$ cat src/rtl/session_pkg.sv
// Shared types and constants for the login session controller.
package session_pkg;

  localparam int SEC_W = 6;

  typedef enum logic [1:0] {
    IDLE   = 2'd0,
    ACTIVE = 2'd1,
    END    = 2'd2
  } state_t;

  typedef enum logic [1:0] {
    CAUSE_NONE  = 2'b00,
    CAUSE_USER  = 2'b01,
    CAUSE_IDLE  = 2'b10,
    CAUSE_LIMIT = 2'b11
  } cause_t;

  function automatic logic [SEC_W-1:0] sat_dec(input logic [SEC_W-1:0] v);
    return (v == '0) ? '0 : v - 1'b1;
  endfunction

endpackage

$ cat src/rtl/sec_tick_gen.sv
// Free-running 1-second tick divider; counts only while run is high.
module sec_tick_gen #(
  parameter int TICK_CYCLES = 50_000_000
) (
  input  logic clk,
  input  logic rst,
  input  logic run,
  input  logic clear,
  output logic tick
);

  localparam int CW = (TICK_CYCLES > 1) ? $clog2(TICK_CYCLES) : 1;
  localparam logic [CW-1:0] LAST = CW'(TICK_CYCLES - 1);

  logic [CW-1:0] cnt;

  always_ff @(posedge clk or posedge rst) begin
    if (rst) begin
      cnt <= '0;
    end else if (clear) begin
      cnt <= '0;
    end else if (run) begin
      cnt <= (cnt == LAST) ? '0 : cnt + 1'b1;
    end
  end

  // Decoded from the registered count, so the first tick lands TICK_CYCLES
  // cycles after a clear.
  assign tick = run && (cnt == LAST);

endmodule

$ cat src/rtl/login_session_ctrl.sv
// Game session controller behind the ID/password access controller.
// Optional end-of-session warning blinker is built when SESSION_WARN_EN is defined.
module login_session_ctrl
  import session_pkg::*;
#(
  parameter int TICK_CYCLES = 50_000_000,
  parameter int IDLE_SEC    = 15,
  parameter int SESSION_SEC = 60,
  parameter int WARN_SEC    = 10
) (
  input  logic             clk,
  input  logic             rst,
  input  logic             id_led,
  input  logic             pwd_led,
  input  logic [1:0]       id,
  input  logic             psh1_out,
  input  logic             psh2_out,
  input  logic             confirm_psh3_out,
  input  logic             logout_push,
  output logic             game_en,
  output logic [1:0]       player,
  output logic [SEC_W-1:0] time_left,
  output logic             logout_pulse,
  output logic [1:0]       cause,
  output logic             warn_led
);

  localparam logic [SEC_W-1:0] SESSION_INIT = SEC_W'(SESSION_SEC);
  localparam logic [SEC_W-1:0] IDLE_INIT    = SEC_W'(IDLE_SEC);

  state_t           state;
  logic [SEC_W-1:0] idle_cnt;
  logic             login_ok;
  logic             login_q;
  logic             login_rise;
  logic             activity;
  logic             start;
  logic             tick;
  logic             exit_now;
  cause_t           exit_cause;

  assign login_ok   = id_led & pwd_led;
  assign login_rise = login_ok & ~login_q;
  assign activity   = psh1_out | psh2_out | confirm_psh3_out;
  assign start      = (state == IDLE) && login_rise;

  always_ff @(posedge clk or posedge rst) begin
    if (rst) begin
      login_q <= 1'b0;
    end else begin
      login_q <= login_ok;
    end
  end

  sec_tick_gen #(
    .TICK_CYCLES(TICK_CYCLES)
  ) u_tick (
    .clk  (clk),
    .rst  (rst),
    .run  (state == ACTIVE),
    .clear(start),
    .tick (tick)
  );

  // Exits are judged on registered counters, so an expiry shows up on
  // logout_pulse one cycle after the counter reaches zero.
  always_comb begin
    exit_now   = 1'b0;
    exit_cause = CAUSE_NONE;
    if (state == ACTIVE) begin
      if (logout_push) begin
        exit_now   = 1'b1;
        exit_cause = CAUSE_USER;
      end else if (time_left == '0) begin
        exit_now   = 1'b1;
        exit_cause = CAUSE_LIMIT;
      end else if (idle_cnt == '0) begin
        exit_now   = 1'b1;
        exit_cause = CAUSE_IDLE;
      end
    end
  end

  always_ff @(posedge clk or posedge rst) begin
    if (rst) begin
      state        <= IDLE;
      game_en      <= 1'b0;
      player       <= '0;
      time_left    <= '0;
      idle_cnt     <= '0;
      logout_pulse <= 1'b0;
      cause        <= CAUSE_NONE;
    end else begin
      logout_pulse <= 1'b0;
      case (state)
        IDLE: begin
          if (start) begin
            player    <= id;
            time_left <= SESSION_INIT;
            idle_cnt  <= IDLE_INIT;
            cause     <= CAUSE_NONE;
            game_en   <= 1'b1;
            state     <= ACTIVE;
          end
        end
        ACTIVE: begin
          if (exit_now) begin
            logout_pulse <= 1'b1;
            game_en      <= 1'b0;
            cause        <= exit_cause;
            state        <= END;
          end else begin
            if (tick) begin
              time_left <= sat_dec(time_left);
            end
            // Activity beats a coincident tick.
            if (activity) begin
              idle_cnt <= IDLE_INIT;
            end else if (tick) begin
              idle_cnt <= sat_dec(idle_cnt);
            end
          end
        end
        END: begin
          // Wait for the accept level to drop so a held login cannot re-enter.
          if (!login_ok) begin
            state <= IDLE;
          end
        end
        default: begin
          state <= IDLE;
        end
      endcase
    end
  end

`ifdef SESSION_WARN_EN
  logic             warn_q;
  logic [SEC_W-1:0] time_next;

  assign time_next = sat_dec(time_left);

  always_ff @(posedge clk or posedge rst) begin
    if (rst) begin
      warn_q <= 1'b0;
    end else if (state != ACTIVE || exit_now) begin
      warn_q <= 1'b0;
    end else if (tick) begin
      if (int'(time_next) <= WARN_SEC) begin
        // Entering the warning window always starts with the LED lit.
        warn_q <= (int'(time_left) > WARN_SEC) ? 1'b1 : ~warn_q;
      end else begin
        warn_q <= 1'b0;
      end
    end
  end

  assign warn_led = warn_q;
`else
  logic unused_warn_cfg;
  assign unused_warn_cfg = (WARN_SEC > 0);
  assign warn_led        = 1'b0;
`endif

endmodule

$ cat config.mk
export PLATFORM = sky130hd
export DESIGN_NAME = login_session_ctrl
export DESIGN_NICKNAME = d
export VERILOG_FILES = /design/src/rtl/session_pkg.sv /design/src/rtl/sec_tick_gen.sv /design/src/rtl/login_session_ctrl.sv
export SDC_FILE = /design/constraint.sdc
export NUM_CORES = 1
export LEC_CHECK = 0
export CAP_MARGIN = 10
export CORE_MARGIN = 3
export CORE_UTILIZATION = 35
export CTS_CLUSTER_SIZE = 10
export DETAILED_ROUTE_END_ITERATION = 8
export DONT_BUFFER_PORTS = 1
export PLACE_DENSITY_LB_ADDON = 0.15
export SETUP_SLACK_MARGIN = 0.15
export SKIP_CTS_REPAIR_TIMING = 1
export SLEW_MARGIN = 5
export SYNTH_ARGS = -nofsm -noshare
export SYNTH_HDL_FRONTEND = slang
export SYNTH_SLANG_ARGS = --single-unit
$ cat constraint.sdc
create_clock -name clk -period 1.8 [get_ports clk]
set_input_delay 0.09 -clock clk [delete_from_list [all_inputs] [get_ports clk]]
set_output_delay 0.09 -clock clk [all_outputs]
set_load 0.005 [all_outputs]
Word level (Yosys, flattened, before mapping):

Index checks and enable logic that the tools add are counted.

* register bits after elaboration: 47
* input bits: 10
* output and inout bits: 13
* word-level logic and storage cells: 71

* $add $sub $neg: 3
* eq/ne operators: 9
* mux-type cells: 33
* bitwise gates (word level): 5
* reductions and logical operators: 12

Operators by type and width (count)
* 26-bit 2-to-1 mux: 3
* 6-bit 2-to-1 mux: 9
* 26-bit by 1-bit adder with 26-bit output (second input constant): 1
* 26-bit equality test (second input constant): 1
* 6-bit case mux with 2 select lines: 2
* 2-bit 2-to-1 mux: 8
* 6-bit logical NOT: 2
* 6-bit by 1-bit subtractor with 6-bit output (second input constant): 2
* 2-bit inequality test (second input constant): 5
* 1-bit 2-to-1 mux: 8
* 4-bit AND reduction: 2
* 2-bit case mux with 3 select lines: 1
* 3-bit AND reduction: 2
* 2-bit case mux with 2 select lines: 1
* 2-bit nonzero test: 2
* 3-bit inequality test (second input constant): 1
* 1-bit bitwise AND: 2
* 2-bit by 1-bit equality test with 1-bit output (second input constant): 1
* 2-bit equality test (second input constant): 1
* 1-bit logical AND: 2
* 2-bit logical NOT: 1
* 1-bit bitwise OR: 2
* 1-bit case mux with 2 select lines: 1
* 2-bit AND reduction: 1
* 1-bit inverter: 1

Logic depth before layout (Yosys ltp):

* depth in word-level cells: 7
* gate-level depth with buffers: 9
* gate-level depth less buffers: 7

Modules after synthesis:

From an unflattened synthesis, not the netlist that was laid out.

* cell total of the unflattened synthesis: 280
* area total of the unflattened synthesis: 2650.0 um^2

Modules (own cells, without submodules)
* sec_tick_gen: instances 1, cells each 151, area each 1433.9 um^2
* login_session_ctrl: instances 1, cells each 129, area each 1216.2 um^2

Worst setup path after synthesis:

No wires, ideal clock.

* path type: reg-to-reg
* from: reg time_left[0]
* to: reg time_left[2]
* arrival: 1.820 ns
* path slack: -0.157 ns
* stages on the path, launching flop included: 9
* path buffers: 2
* period minus slack after synthesis: 1.957 ns
* cells stage by stage: dfrtp_1 -> inv_1 -> ha_1 -> nand2b_1 -> nor4_2 -> o41a_1 -> buf_2 -> clkbuf_1 -> o21ai_0

* cells in the longest elaborated chain, start to end: 6

Ends and longest elaborated chain
* from (decl): RTL line login_session_ctrl.sv:22 `output logic [SEC_W-1:0] time_left,`
* from (signal assigned): RTL line login_session_ctrl.sv:114 `time_left <= sat_dec(time_left);`
* branches (longest 6 deep; another with 6-bit by 1-bit subtractor with 6-bit output)

Parallel ways; which one is timed is not known. The select of a mux whose other input is x is not followed.
A chain may end at the register's enable or synchronous reset.

Final worst setup path:

* from: reg u_tick.cnt[16]
* to: reg idle_cnt[4]

* cells in the longest elaborated chain, start to end: 4

Ends and longest elaborated chain
* from (decl): RTL line sec_tick_gen.sv:15 `logic [CW-1:0] cnt;`
* from (signal assigned): RTL line sec_tick_gen.sv:23 `cnt <= (cnt == LAST) ? '0 : cnt + 1'b1;`
* 26-bit equality test: RTL line sec_tick_gen.sv:29 `assign tick = run && (cnt == LAST);`
* 1-bit logical AND: RTL line sec_tick_gen.sv:29
* 3-bit inequality test (no source line)
* 4-bit AND reduction (no source line)
* to (signal assigned): RTL line login_session_ctrl.sv:120 `idle_cnt <= sat_dec(idle_cnt);`
* to (decl): RTL line login_session_ctrl.sv:32 `logic [SEC_W-1:0] idle_cnt;`

No other way between the ends.

==> results.cfg <==
[sta]
fin_ws_ns = -0.276
slew_headroom_pct = 49.2
tns_ns = -6.16
fin_crit_ns = 2.08
whs_ns = 0.0104
setup_viol = 37
fmax_mhz = 482
tightest_slew_ns = 0.759
final-hold-violation-count = 0
fin_worst_skew_ns = 0.00519
rsz0062_at_grt = yes
fin_crit_sh_pct = 115
final_max_slew_viol_count = 0

[synth]
synth_fa_ha_area_share_pct = 2.35
synth-simple-area-share_pct = 22.7
yosys_warnings = 0
syn-num-nets = 299
avgSynthCellArea_um2 = 9.37
synthFlopType = dfrtp_1
synth_cell_types = 54
ys_ff_latch = 47
yosysSeqAreaShare_pct = 44.2
synth_xor_area_share_pct = 1.32
synth_edf_count = 0
synth_top_family_by_area = simple AND/OR/NAND/NOR gates
synthMuxAreaShare_pct = 2.40
syn_area_um2 = 2660
synth_compound_area_share_pct = 22.0
synthArstFlopShare_pct = 100
syn-instance-count = 284

[drt]
num_vias = 2450
finalWirelength_um = 7190
ant_nets = 0
wire_per_inst_um = 16.0
firstDrtPassIters = 4
drt_first_iter_violations = 132
remaining_drc_errors = 0
avgViaCountPerCell = 5.44

[global_route]
grt_pass1_wl_um = 12000
grt_usage_pct = 17.2
antenna_found_initial = 0
grt_pass1_vias = 2369
grt_overflow = 0
grt_max_degree = 27

[clock_tree]
clock_latency_ns = 0.30
htreeDepth = 2
cts.sinks = 47
clockBufferDepth = 2
cts_root_buf = clkbuf_8
cts_buffers = 5
cts_tree = yes
clkTransAtPathRegs_ns = 0.08

[placed_design]
place_hpwl_um = 5370
placement.io_buffers = 0
placed_area_um2 = 3310
pre_cts_slack_ns = -0.178
gp_congestion = 0.813

[cells_and_area]
nets = 367
drive_gt1_share_pct = 32.2
multiInputGateArea_um2 = 1490
layout_commonest_cell = buf_4
mostFrequentLayoutCells = 66 x buf_4, 47 x dfrtp_1, 23 x a31oi_1
fin_area_um2 = 3550
nFillCells = 718
syn_to_final_growth_pct = 33.3
n_antenna_cell = 0
regArea_um2 = 1180

[worst_setup_path]
critical_path.startpoint_type = flop
worstPathArrival_ns = 2.25
worst-path-max-fanout = 4
path_class = flop to flop
cp.required_ns = 1.97
endpoint_kind = flop

[power_and_ir_drop]
pwr_density_cell_nw_per_um2 = 825
leakage_nw = 1.54
peakVddDrop_mv = 0.432

[hold_path]
hold_path.class = primary input to flop

[floorplanning]
die_h_um = 93.2
ios = 23
fp.dieArea_um2 = 8690
core_area_um2 = 7330
die_w_um = 93.2
fp-row-count = 31
start_util_pct = 36.3

[run_status]
violations = setup timing
status = finished with violations

[run]
maxCapViolCount = 0
-- flip-flops by register name, indices dropped and copies added, names as in the netlist --
name          cells
login_q           1
time_left         6
game_en           1
idle_cnt          6
logout_pulse      1
player            2
u_tick.cnt       26
cause             2
state             2
-- area by class of cell --
type                    instances  share of cell area (%)
clock buffers                   6                    2.05
inverters                      12                    1.27
multi-input cells             209                    42.0
flip-flops and latches         47                    33.1
well taps                      99                    3.49
repair buffers                 77                    18.0
-- final timing paths --
path                                     start              to  slack (ns)  depth (start not counted)
worst max register to register  u_tick.cnt[16]     idle_cnt[4]       -0.28                          7
min in group asynchronous                  rst   u_tick.cnt[2]        0.24                          2
worst min-delay path               logout_push        cause[0]        0.01                          2
worst max-delay path            u_tick.cnt[16]     idle_cnt[4]       -0.28                          7
max in group asynchronous                  rst     idle_cnt[2]        1.00                          3
worst min register to register  u_tick.cnt[25]  u_tick.cnt[25]        0.49                          1
-- layer usage --
metal | global-route usage [%] | part of all wire, % | vias up
met5 | 0 | 0 | -
met4 | 3.66 | 0.72 | 0
met3 | 2.90 | 2.9 | 4
met2 | 27.5 | 48 | 41
met1 | 24.5 | 49 | 1196
li1 | - | - | 1209
-- Yosys cell counts, drive strengths merged (7+ instances only) --
master	count	area, µm²
nor3	7	35.0
and3	9	56.3
dfrtp	47	1180
a21oi	21	109
nand3	15	75.1
nor2	12	45.0
clkbuf	9	33.8
nand2b	7	46.3
a31oi	24	150
o31ai	7	62.6
nand2	17	63.8
o21ai	20	108
inv	12	45.0
buf	7	52.5
-- kinds of logic (layout without fill, tap and decap cells) --
kind of cell	count (synthesis)	count (layout)
adder cells (fa/ha/maj)	5	5
buffers and inverters	28	95
AO/OA/AOI/OAI	90	90
other	1	1
XOR/XNOR	4	4
multiplexers	6	6
flip-flops	47	47
AND/OR/NAND/NOR	103	103
-- through the flow --
step / util, % / std cells / power, mW
after detailed placement: 45.1 / 438 / 2.29
after floorplan: - / 284 / 1.88
after CTS: 46.1 / 444 / 2.90
after global placement: 45.1 / 438 / 2.28
after global routing: 48.4 / 450 / 3.12
final: 48.4 / 450 / 2.93
-- worst max-delay path, cell delays in order (launching register included) --
cell	delay, ns
dfrtp_1	0.38
or4_4	0.56
nor4_4	0.27
buf_4	0.18
buf_6	0.11
nand4_1	0.13
a22oi_1	0.23
o31ai_2	0.10
-- power by group --
group / leakage, nW / switching, mW / internal [mW]
Sequential: 0.592 / 0.127 / 1.24
Clock: 0.0371 / 0.336 / 0.260
Combinational: 0.909 / 0.497 / 0.464
Power figures use the tool's default switching activity.
